`src/rtl/store_write_buffer.sv`:
```
// Store write buffer: FIFO of word-aligned stores drained to data memory by req/ack, with load-hit detection and flush.
// Optional store merging into the youngest entry is enabled by defining WBUF_MERGE_EN.
module store_write_buffer #(
  parameter int DEPTH  = 4,
  parameter int ADDR_W = 32
) (
  input  logic              clk,
  input  logic              reset,
  input  logic              st_valid,
  output logic              st_ready,
  input  logic [ADDR_W-1:0] st_addr,
  input  logic [31:0]       st_wdata,
  input  logic [3:0]        st_byteen,
  input  logic              ld_valid,
  input  logic [ADDR_W-1:0] ld_addr,
  output logic              ld_hit,
  input  logic              flush,
  output logic              flush_done,
  output logic              mem_req,
  input  logic              mem_ack,
  output logic [ADDR_W-1:0] mem_addr,
  output logic [31:0]       mem_wdata,
  output logic [3:0]        mem_byteen
);

  localparam int PTR_W = $clog2(DEPTH);
  localparam int WA_W  = ADDR_W - 2;
  localparam logic [PTR_W-1:0] PTR_ONE  = PTR_W'(1);
  localparam logic [PTR_W:0]   CNT_ONE  = (PTR_W+1)'(1);
  localparam logic [PTR_W:0]   CNT_FULL = (PTR_W+1)'(DEPTH);

  typedef enum logic [1:0] {
    IDLE     = 2'd0,
    FLUSHING = 2'd1,
    DONE     = 2'd2
  } flushStateE;

  logic [WA_W-1:0]  entAddrR [DEPTH];
  logic [31:0]      entDataR [DEPTH];
  logic [3:0]       entBenR  [DEPTH];
  logic [DEPTH-1:0] entValidR;
  logic [PTR_W-1:0] headR;
  logic [PTR_W-1:0] tailR;
  logic [PTR_W:0]   countR;
  logic [PTR_W:0]   countNextS;
  logic             memReqR;
  flushStateE       stateR;

  logic [WA_W-1:0]  stWordS;
  logic [WA_W-1:0]  ldWordS;
  logic             mergeHitS;
  logic             stReadyS;
  logic             pushS;
  logic             allocS;
  logic             popS;
  logic             ldHitS;
  logic             unusedAddrBits;

  assign stWordS        = st_addr[ADDR_W-1:2];
  assign ldWordS        = ld_addr[ADDR_W-1:2];
  assign unusedAddrBits = ^{st_addr[1:0], ld_addr[1:0]};

`ifdef WBUF_MERGE_EN
  localparam logic [PTR_W:0] CNT_TWO = (PTR_W+1)'(2);
  logic [PTR_W-1:0] youngS;
  logic             mergeS;
  assign youngS    = tailR - PTR_ONE;
  // With two or more entries the youngest can never be the head under issue, so merging is safe.
  assign mergeHitS = (countR >= CNT_TWO) && (entAddrR[youngS] == stWordS);
  assign mergeS    = pushS && (st_byteen != 4'b0000) && mergeHitS;
`else
  assign mergeHitS = 1'b0;
`endif

  assign stReadyS = (stateR != FLUSHING) && ((countR < CNT_FULL) || mergeHitS);
  assign pushS    = st_valid && stReadyS;
  assign allocS   = pushS && (st_byteen != 4'b0000) && !mergeHitS;
  assign popS     = memReqR && mem_ack;

  // Occupancy update for the push/pop combinations.
  always_comb begin
    countNextS = countR;
    case ({allocS, popS})
      2'b10:   countNextS = countR + CNT_ONE;
      2'b01:   countNextS = countR - CNT_ONE;
      default: countNextS = countR;
    endcase
  end

  // Load hazard: compare load word address against every valid entry, head included.
  always_comb begin
    ldHitS = 1'b0;
    for (int i = 0; i < DEPTH; i++) begin
      ldHitS = ldHitS | (entValidR[i] && (entAddrR[i] == ldWordS));
    end
  end

  // Pointers, occupancy, valid bits and the registered memory request.
  always_ff @(posedge clk or posedge reset) begin
    if (reset) begin
      headR     <= '0;
      tailR     <= '0;
      countR    <= '0;
      entValidR <= '0;
      memReqR   <= 1'b0;
    end else begin
      countR  <= countNextS;
      memReqR <= (countNextS != '0);
      if (allocS) begin
        tailR            <= tailR + PTR_ONE;
        entValidR[tailR] <= 1'b1;
      end
      if (popS) begin
        headR            <= headR + PTR_ONE;
        entValidR[headR] <= 1'b0;
      end
    end
  end

  // Entry payload storage; contents are qualified by the valid bits so no reset is needed.
  always_ff @(posedge clk) begin
    if (allocS) begin
      entAddrR[tailR] <= stWordS;
      entDataR[tailR] <= st_wdata;
      entBenR[tailR]  <= st_byteen;
    end
`ifdef WBUF_MERGE_EN
    else if (mergeS) begin
      entBenR[youngS] <= entBenR[youngS] | st_byteen;
      for (int b = 0; b < 4; b++) begin
        if (st_byteen[b]) begin
          entDataR[youngS][8*b +: 8] <= st_wdata[8*b +: 8];
        end
      end
    end
`endif
  end

  // Flush sequencing: block stores, drain, then pulse done for one cycle.
  always_ff @(posedge clk or posedge reset) begin
    if (reset) begin
      stateR <= IDLE;
    end else begin
      case (stateR)
        IDLE: begin
          if (flush) begin
            stateR <= FLUSHING;
          end
        end
        FLUSHING: begin
          if ((countR == '0) || ((countR == CNT_ONE) && popS)) begin
            stateR <= DONE;
          end
        end
        DONE:    stateR <= IDLE;
        default: stateR <= IDLE;
      endcase
    end
  end

  assign st_ready   = stReadyS;
  assign ld_hit     = ld_valid && ldHitS;
  assign flush_done = (stateR == DONE);
  assign mem_req    = memReqR;
  assign mem_addr   = {entAddrR[headR], 2'b00};
  assign mem_wdata  = entDataR[headR];
  assign mem_byteen = entBenR[headR];

endmodule

```
`config.mk`:
```
export PLATFORM = sky130hd
export DESIGN_NAME = store_write_buffer
export DESIGN_NICKNAME = d
export VERILOG_FILES = /design/src/rtl/store_write_buffer.sv
export SDC_FILE = /design/constraint.sdc
export NUM_CORES = 1
export LEC_CHECK = 0
export BUFFER_PORTS_ARGS = -buffer_cell sky130_fd_sc_hd__buf_2
export CORE_MARGIN = 4
export CORE_UTILIZATION = 28
export DETAILED_ROUTE_END_ITERATION = 6
export PLACE_DENSITY = 0.57
export SLEW_MARGIN = 20
export SYNTH_ARGS = -nofsm -noshare
export SYNTH_HDL_FRONTEND = slang
export SYNTH_SLANG_ARGS = --single-unit
```
`constraint.sdc`:
```
create_clock -name clk -period 2.8 [get_ports clk]
set_clock_uncertainty 0.2 [all_clocks]
set_input_delay 0.56 -clock clk [delete_from_list [all_inputs] [get_ports clk]]
set_output_delay 0.56 -clock clk [all_outputs]
set_load 0.05 [all_outputs]
```
Word-level counts from Yosys, hierarchy flattened
Memories as Yosys holds them, arrays and structs flattened.
Index checks and enable logic that the tools add are counted.
Widths: inputs -> output; s select.
{"block": "classes", "mux": 12, "n_reduce_logical": 18, "n_lt_le_gt_ge": 5, "n_bitwise": 6, "add_sub_neg": 4, "eq_ne": 12}
{"op": "$eq 30x30->1", "count": 4}
{"op": "$logic_and 1x1->1", "count": 12}
{"op": "$mux 4", "count": 2}
{"op": "$lt 2x3->1 const B", "count": 2}
{"op": "$pmux 3 s2", "count": 1}
{"op": "$add 2x1->2 const B", "count": 2}
{"op": "$and 4x4->4", "count": 1}
{"op": "$demux 1 s2", "count": 2}
{"op": "$eq 2x1->1 const B", "count": 2}
{"op": "$eq 2x2->1 const B", "count": 2}
{"op": "$ge 2x1->1 const B", "count": 2}
{"op": "$mux 1", "count": 4}
{"op": "$mux 2", "count": 2}
{"op": "$ne 2x2->1 const B", "count": 2}
{"op": "$not 4->4", "count": 1}
{"op": "$or 4x4->4", "count": 1}
{"op": "$pmux 2 s2", "count": 1}
{"op": "$reduce_bool 4->1", "count": 1}
{"op": "$add 3x1->3 const B", "count": 1}
{"op": "$eq 3x1->1 const B", "count": 1}
{"op": "$logic_not 3->1", "count": 1}
{"op": "$lt 3x3->1 const B", "count": 1}
{"op": "$or 1x1->1", "count": 3}
{"op": "$reduce_bool 3->1", "count": 1}
{"op": "5 further kinds", "count": 5}
{"block": "totals", "ramBits": 264, "in_bits": 106, "memories": 3, "reg_bits": 14, "elab_cells": 66, "out_inout_bits": 72}
{"memory": "entDataR", "words": 4, "word_bits": 32, "rd": 1, "rd_clocked_by_memory_dff": 0, "write_ports": 1, "line_no": "39", "source": "logic [31:0] entDataR [DEPTH];"}
{"memory": "entAddrR", "words": 4, "word_bits": 30, "rd": 5, "rd_clocked_by_memory_dff": 0, "write_ports": 1, "line_no": "38", "source": "logic [WA_W-1:0] entAddrR [DEPTH];"}
{"memory": "entBenR", "words": 4, "word_bits": 4, "rd": 1, "rd_clocked_by_memory_dff": 0, "write_ports": 1, "line_no": "40", "source": "logic [3:0] entBenR [DEPTH];"}

Logic depth before layout (Yosys ltp)
Gate-level depths: netlist of run 1.
{"block": "logic_depth", "depth_word": 8, "mapped_depth": 9, "ltp_nobuf": 8}

Worst setup path before layout of run 1
Ideal clock, no wire load.
{"block": "synth_timing", "kind": "input to output", "startpoint": "input port ld_addr[12]", "endpoint": "output port ld_hit", "path_buffers": 1, "stages": 6, "setup_slack_ns": -0.228, "arrival_time_ns": 2.268, "required_ns": 2.040, "path_cell_list": "clkbuf_1 > xnor2_1 > nand4_1 > nor4_1 > nand4_1 > a41oi_1"}
{"block": "synth_via", "elab_chain_cells": 6, "word_cells_on_any_way": 12, "classes_between": "4 x eq/ne; 3 x bitwise; 5 x reduce/logical"}
{"element": "start, declared", "line_no": "15", "source": "input logic [ADDR_W-1:0] ld_addr,"}
{"element": "$eq 30x30->1", "line_no": "94", "source": "ldHitS = ldHitS | (entValidR[i] && (entAddrR[i] == ldWordS));"}
{"element": "$logic_and 1x1->1", "line_no": "94"}
{"element": "$or 1x1->1 (2 in a row)", "line_no": "94"}
{"element": "$or 1x1->1 (*)", "line_no": "94"}
{"element": "$logic_and 1x1->1 (*)", "line_no": "162", "source": "assign ld_hit = ld_valid && ldHitS;"}
{"element": "end, declared", "line_no": "16", "source": "output logic ld_hit,"}
Mark *: on every way between the ends. The rest lies on a longest branch, timed or not.

==> metrics.md, run 1 <==
| Metric | Value |
|---|---|
| CTS tree | `done` |
| Final setup fails | `23` |
| Metal2 WL | `15100 µm` |
| Final worst-path cycle share | `1.09` |
| Commonest cells in the netlist | `264 x edfxtp_1, 78 x xnor2_1, 66 x mux4_2, 44 x xor2_1, 24 x nand4_1` |
| Fmax | `327 MHz` |
| Met3 WL post-DR | `2460 µm` |
| WS Path Type | `reg -> out` |
| DIE WIDTH | `213 µm` |
| Pwr Total | `17700 µW` |
| Worst slew pin tran | `590 ps` |
| Die area | `45400 µm²` |
| Initial antenna violation count | `3` |
| Seq/Total Area, Yosys | `0.703` |
| Clk pwr share | `0.242` |
| Reg power frac | `0.318` |
| Number of global-route vias before repair | `7067` |
| Clk_lat worst skew | `580 ps` |
| Synthesis Warnings | `0` |
| Global-route wire length before repair | `45800 µm` |
| LEAKAGE | `0.00563 µW` |
| Gpl congestion | `0.854` |
| Final hold violation count | `0` |
| Post-placement cell area | `13600 µm²` |
| Top layer in use | `met5` |
| Run status | `finished, violations left` |
| Drt first pass iters | `5` |
| Most used cell, CP | `nand4_1` |
| Met1 Routed Length | `13000 µm` |
| DRT antenna net count | `0` |
| Slew headroom | `0.606` |
| CP max-delay cell | `edfxtp_1` |
| Failing checks | `negative setup slack` |
| DRC Markers | `0` |
| Clock-pin slew on the worst setup and hold paths | `60 ps` |
| Setup_tns | `-1230 ps` |
| Crit-path leading delay family | `simple AND/OR/NAND/NOR gates` |
| Most frequent cell after synthesis | `edfxtp_1` |
| Wire length per cell | `21.7 µm` |
| Fin nets | `994` |
| Critical Path Fanout Max | `2` |
| Worst min path class | `in -> reg` |
| CP bufs+invs | `1` |
| H-tree Lvls | `1` |
| Root Driver | `clkbuf_16` |
| Max-cap viol count | `0` |
| Post-route cell area | `16000 µm²` |
| Die H | `213 µm` |
| Synth-to-Final Area Change | `35.9%` |
| RSZ-0062 raised after global routing | `true` |
| Tmin final | `3060 ps` |
| Int Pwr | `11200 µW` |
| Asr flop ratio synth | `0.0504` |
| CP Data Required Time | `2040 ps` |
| Area contributors post-synth | `edfxtp_1 67%, mux4_2 13%, xnor2_1 5.8%` |
| Total global routing track utilization | `0.136` |
| Number of DRC markers in iteration 0 | `362` |
| Cell Area, Synth | `11800 µm²` |
| WP data arrival | `2300 ps` |
| Final Max Slew Viols | `0` |
| Largest net degree at the start of global routing | `68` |
| Max Root-Sink Buffers | `3` |
| Switching power | `6540 µW` |
| Total congestion overflow | `0` |
| Post-DP HPWL | `20600 µm` |
| EDFF count, synth | `264` |
| Initial Utilization | `0.286` |
| CP cell instances | `xnor2_2 > nand4_1 > nor4_2 > nand4_1 > a41oi_2 > buf_6` |
| CTS Buf Count | `31` |
| Via-to-Cell Ratio | `4.54` |
| Clk sinks | `278` |
| Element type at the critical path start | `flop` |
| Post-Synthesis Cells | `603` |
| Max incr delay on CP | `420 ps` |
| Synth Area per Inst | `19.5 µm²` |
| Yosys top cell area share | `0.674` |
| Ys flop type | `edfxtp_1` |
| Net Sw Frac | `0.370` |
| Layout cells sized above 1 | `0.424` |
| Num rows | `74` |
| Power share of the combinational group | `0.440` |
| Placeable Area | `41200 µm²` |
| Crit end category | `output port` |
| Via count | `6503` |
| Synth area leader | `edfxtp_1` |
| Io pins | `178` |
| Pwr dens | `1110 nW/µm²` |
| Setup ws final | `-261 ps` |
| IO buf count | `171` |
| Peak supply drop | `759 µV` |
| Synthesized flop and latch total | `278` |
| Final wirelength | `31100 µm` |
| Synth cell types | `35` |
registers in the layout, summed over array words and instances (netlist names):
signal and flops:
entValidR 4, entAddrR 120, mem_req 1, stateR 2
entBenR 16, countR 3, tailR 2, headR 2
entDataR 128
power groups by stage:
| stage | Sequential [µW] | Combinational (µW) | Clock [µW] |
|---|---|---|---|
| 2_1_floorplan | 5600 | 4580 | 0 |
| 3_3_place_gp | 5760 | 6230 | 0 |
| 3_5_place_dp | 5790 | 6240 | 0 |
| 4_1_cts | 5620 | 7900 | 4410 |
| 5_1_grt | 5680 | 8220 | 4600 |
| 6_report | 5620 | 7790 | 4280 |
layer usage:
layer  track usage  vias up
li1              -     2934
met3        0.0389       49
met1         0.180     3297
met4        0.0229        6
met5             0        -
met2         0.226      217
layout make-up:
| type | count | area [µm²] |
|---|---|---|
| diodes | 2 | 5.00 |
| clock buffers | 31 | 776 |
| clock inverters | 27 | 309 |
| fillers | 3777 | 25200 |
| inverters | 10 | 37.5 |
| multi-input cells | 282 | 3450 |
| flip-flops and latches | 278 | 8290 |
| well taps | 532 | 666 |
| repair buffers | 271 | 2470 |
layout by cell type, fill, tap and decap left out, types with 6 or more instances in the layout:
| cell type | n |
|---|---|
| edfxtp_1 | 264 |
| mux4_2 | 66 |
| nor4_1 | 10 |
| nand4_1 | 24 |
| dlygate4sd3_1 | 45 |
| nor4_2 | 6 |
| xnor2_1 | 63 |
| inv_1 | 9 |
| clkbuf_16 | 32 |
| xor2_1 | 44 |
| xnor2_2 | 15 |
| dfrtp_1 | 12 |
| bufinv_16 | 6 |
| buf_2 | 104 |
| buf_12 | 13 |
| ha_1 | 14 |
| buf_8 | 10 |
| buf_4 | 33 |
| buf_6 | 60 |
| clkinv_2 | 9 |
path summary, 6_finish.rpt:
check                                    start         endpoint  slack, ps  depth (start not counted)
max in group asynchronous                reset         headR[1]       1550                          3
worst min-delay path               st_addr[13]  entAddrR[1][11]         30                          1
worst min register to register       stateR[0]        stateR[0]        300                          1
worst max register to register       countR[2]          mem_req        410                          6
min in group asynchronous                reset        countR[2]        380                          3
worst max-delay path            entAddrR[2][5]           ld_hit       -260                          6
metrics by stage:
stage	std cells	setup slack, ps	util	hold slack, ps
2_1_floorplan	604	94.5	-	249
3_3_place_gp	1312	-124	0.329	283
3_5_place_dp	1312	-142	0.329	295
4_1_cts	1431	-270	0.387	0.425
5_1_grt	1431	-364	0.388	9.30
6_report	1433	-261	0.388	25.1
cell families after synthesis:
group / synth area share
muxes: 0.127
other: 0.000319
DFF: 0.703
AOI/OAI and AO/OA: 0.0106
xor gates and xnor gates: 0.0908
buffers and inverters: 0.0174
adders and majority gates: 0.0149
and+or+nand+nor: 0.0354
repair_timing:
item                                    4_1_cts  5_1_grt
endpoints found under the setup margin       67       67
buffers inserted                             11        0
resized for setup                           181        8
pin swaps                                     5        4
hold buffers                                 45        0
gates cloned                                  5        1
hold endpoints to repair                    180        0
Note: power is estimated with default switching activity, not from simulation.
==> run 2, diff against run 1 <==
BUFFER_PORTS_ARGS = default   (was -buffer_cell sky130_fd_sc_hd__buf_2)
CORE_MARGIN = 2   (was 4)
DONT_BUFFER_PORTS = 1   (was default)
PLACE_DENSITY = 0.53   (was 0.57)
==> metrics.md, run 2 (synthesis gave the netlist of run 1 again) <==
| Metric | Value |
|---|---|
| Peak supply drop | `606 µV (-20%)` |
| CP Data Required Time | `2040 ps (about the same)` |
| Layout cells sized above 1 | `0.244 (-0.180)` |
| Element type at the critical path start | `flop` |
| WP data arrival | `2220 ps (-80 ps)` |
| DRC Markers | `0 (unchanged)` |
| Io pins | `178 (unchanged)` |
| Int Pwr | `9790 µW (-12%)` |
| Switching power | `6170 µW (-5.6%)` |
| Num rows | `75 (+1.4%)` |
| Number of DRC markers in iteration 0 | `472 (+30%)` |
| Commonest cells after routing, fill and taps aside | `264 x edfxtp_1, 68 x dlygate4sd3_1, 66 x xnor2_1, 66 x mux4_2, 44 x xor2_1` |
| H-tree Lvls | `2 (+1)` |
| Die area | `43700 µm² (-3.7%)` |
| Setup ws final | `-177 ps (+84.0 ps)` |
| LEAKAGE | `0.00474 µW (-16%)` |
| Initial antenna violation count | `3 (unchanged)` |
| Placeable Area | `41800 µm² (+1.4%)` |
| WHS | `189 ps (+164 ps)` |
| Slew headroom | `0.590 (-0.0163)` |
| Setup_tns | `-177 ps (+1060 ps)` |
| Root Driver | `clkbuf_16` |
| Clk pwr share | `0.262 (+0.020)` |
| Via-to-Cell Ratio | `4.60 (+1.4%)` |
| Run status | `finished, violations left` |
| Clk_lat worst skew | `510 ps (-70 ps)` |
| Post-DP HPWL | `20000 µm (-3.1%)` |
| Pwr Total | `16000 µW (-9.8%)` |
| RSZ-0062 raised after global routing | `true` |
| CTS tree | `done` |
| Final wirelength | `30000 µm (-3.6%)` |
| Fin nets | `825 (-17%)` |
| Die H | `209 µm (-1.9%)` |
| WS Path Type | `reg -> out` |
| Max-cap viol count | `0 (unchanged)` |
| Synth-to-Final Area Change | `25.0%` |
| Power share of the combinational group | `0.385 (-0.055)` |
| Pwr dens | `1080 nW/µm² (-1.9%)` |
| Max reg flops | `128 (unchanged)` |
| Total congestion overflow | `0 (unchanged)` |
| Top Registers | `entDataR (128), entAddrR (120), entBenR (16)` |
| DIE WIDTH | `209 µm (-1.9%)` |
| Final worst-path cycle share | `1.06 (-0.0300)` |
| Initial Utilization | `0.282 (-0.00381)` |
| Final setup fails | `1 (-96%)` |
| Final Max Slew Viols | `0 (unchanged)` |
| CTS Buf Count | `34 (+9.7%)` |
| DRT antenna net count | `0 (unchanged)` |
| Via count | `5845 (-10%)` |
| Global-route wire length before repair | `43000 µm (-6.1%)` |
| Worst min path class | `in -> reg` |
| Met1 GRT Util | `0.170 (-0.0107)` |
| Critical Path Fanout Max | `2 (unchanged)` |
| Wire length per cell | `23.6 µm (+8.8%)` |
| Clock-pin slew on the worst setup and hold paths | `60 ps (about the same)` |
| Largest net degree at the start of global routing | `46 (-32%)` |
| Reg power frac | `0.353 (+0.035)` |
| Largest reg by FF count | `entDataR` |
| Busiest grt layer | `met2` |
| Net Sw Frac | `0.387 (+0.0172)` |
| Gpl congestion | `0.839 (-1.7%)` |
| Met2 track demand over resource | `0.219 (-0.00739)` |
| Max Root-Sink Buffers | `3 (unchanged)` |
| Total global routing track utilization | `0.136 (+0.000247)` |
| Most common cell after layout, fill and taps aside | `edfxtp_1` |
| Final hold violation count | `0 (unchanged)` |
| Crit end category | `output port` |
| Number of global-route vias before repair | `6239 (-12%)` |
| Clk sinks | `278 (unchanged)` |
| Met3 Use GR | `0.0577 (+0.0188)` |
| Fmax | `336 MHz (+2.8%)` |
| Worst slew pin tran | `614 ps (+24.4 ps)` |
| Drt first pass iters | `4 (-1)` |
| Tmin final | `2980 ps (-84.0 ps)` |
| IO buf count | `0 (-100%)` |
| Failing checks | `negative setup slack` |
-- run 2: cell types whose count changed in the layout (fill, tap and decap cells not counted), moves of 4 or more --
cell | previous run | this run
buf_6 | 60 | 3
dlygate4sd3_1 | 45 | 68
buf_2 | 104 | 0
bufinv_16 | 6 | 2
clkbuf_16 | 32 | 38
buf_4 | 33 | 9
buf_8 | 10 | 0
clkinv_2 | 9 | 4
-- run 2: metal layers --
layer / up-vias / wire length (µm)
met3: 44 / 3080
li1: 2601 / -
met5: - / 7
met4: 2 / 524
met1: 2996 / 12300
met2: 202 / 14100
-- run 2: path summary, 6_finish.rpt --
kind,cells past startpoint,to,start,slack (ps)
worst min-delay path,2,countR[2],mem_ack,190
worst max register to register,6,mem_req,countR[2],400
worst max-delay path,7,ld_hit,entAddrR[0][18],-180
max in group asynchronous,2,headR[1],reset,1570
worst min register to register,1,stateR[0],stateR[0],300
min in group asynchronous,2,countR[2],reset,370
-- run 2: area by class of cell --
type / count / area (µm²)
sequential: 278 / 8290
clock inverter: 21 / 171
timing repair buffer: 99 / 1210
clock buffer: 39 / 901
multi-input combinational: 282 / 3420
inverter: 10 / 37.5
fill: 3857 / 27000
antenna: 2 / 5.00
tap: 539 / 674
-- run 2: through the flow --
stage               instance area (µm²)  worst slack, ps  utilization  cells
floorplan                         11800             94.5            -    604
global placement                  12600              128        0.302   1129
detailed placement                12600              124        0.302   1129
CTS                               14600             -218        0.349   1264
global route                      14700             -294        0.352   1268
finish                            14700             -177        0.352   1270
-- run 2: power by group through the flow --
| stage | combinational [µW] | clock, µW | sequential, µW |
|---|---|---|---|
| 3_3_place_gp | 5680 | 0 | 5700 |
| 6_report | 6150 | 4180 | 5630 |
| 4_1_cts | 6120 | 4310 | 5630 |
| 3_5_place_dp | 5650 | 0 | 5720 |
| 5_1_grt | 6460 | 4450 | 5700 |
| 2_1_floorplan | 4580 | 0 | 5600 |
-- run 2: worst max-delay path, cell delays in order (launching register included) --
cell      delay (ps)
edfxtp_1         420
xnor2_1          200
buf_4            170
nand4_1          180
nor4_2           210
nand4_1          140
a41oi_2          220
buf_12           180
-- run 2: repair_timing --
action                                 CTS  global route
endpoints found under the hold margin  279             0
cloned                                   3             4
hold buffers                            68             0
setup endpoints to repair               38            59
buffers inserted                         4             1
resized for setup                       16            12
pin swaps                                2             0
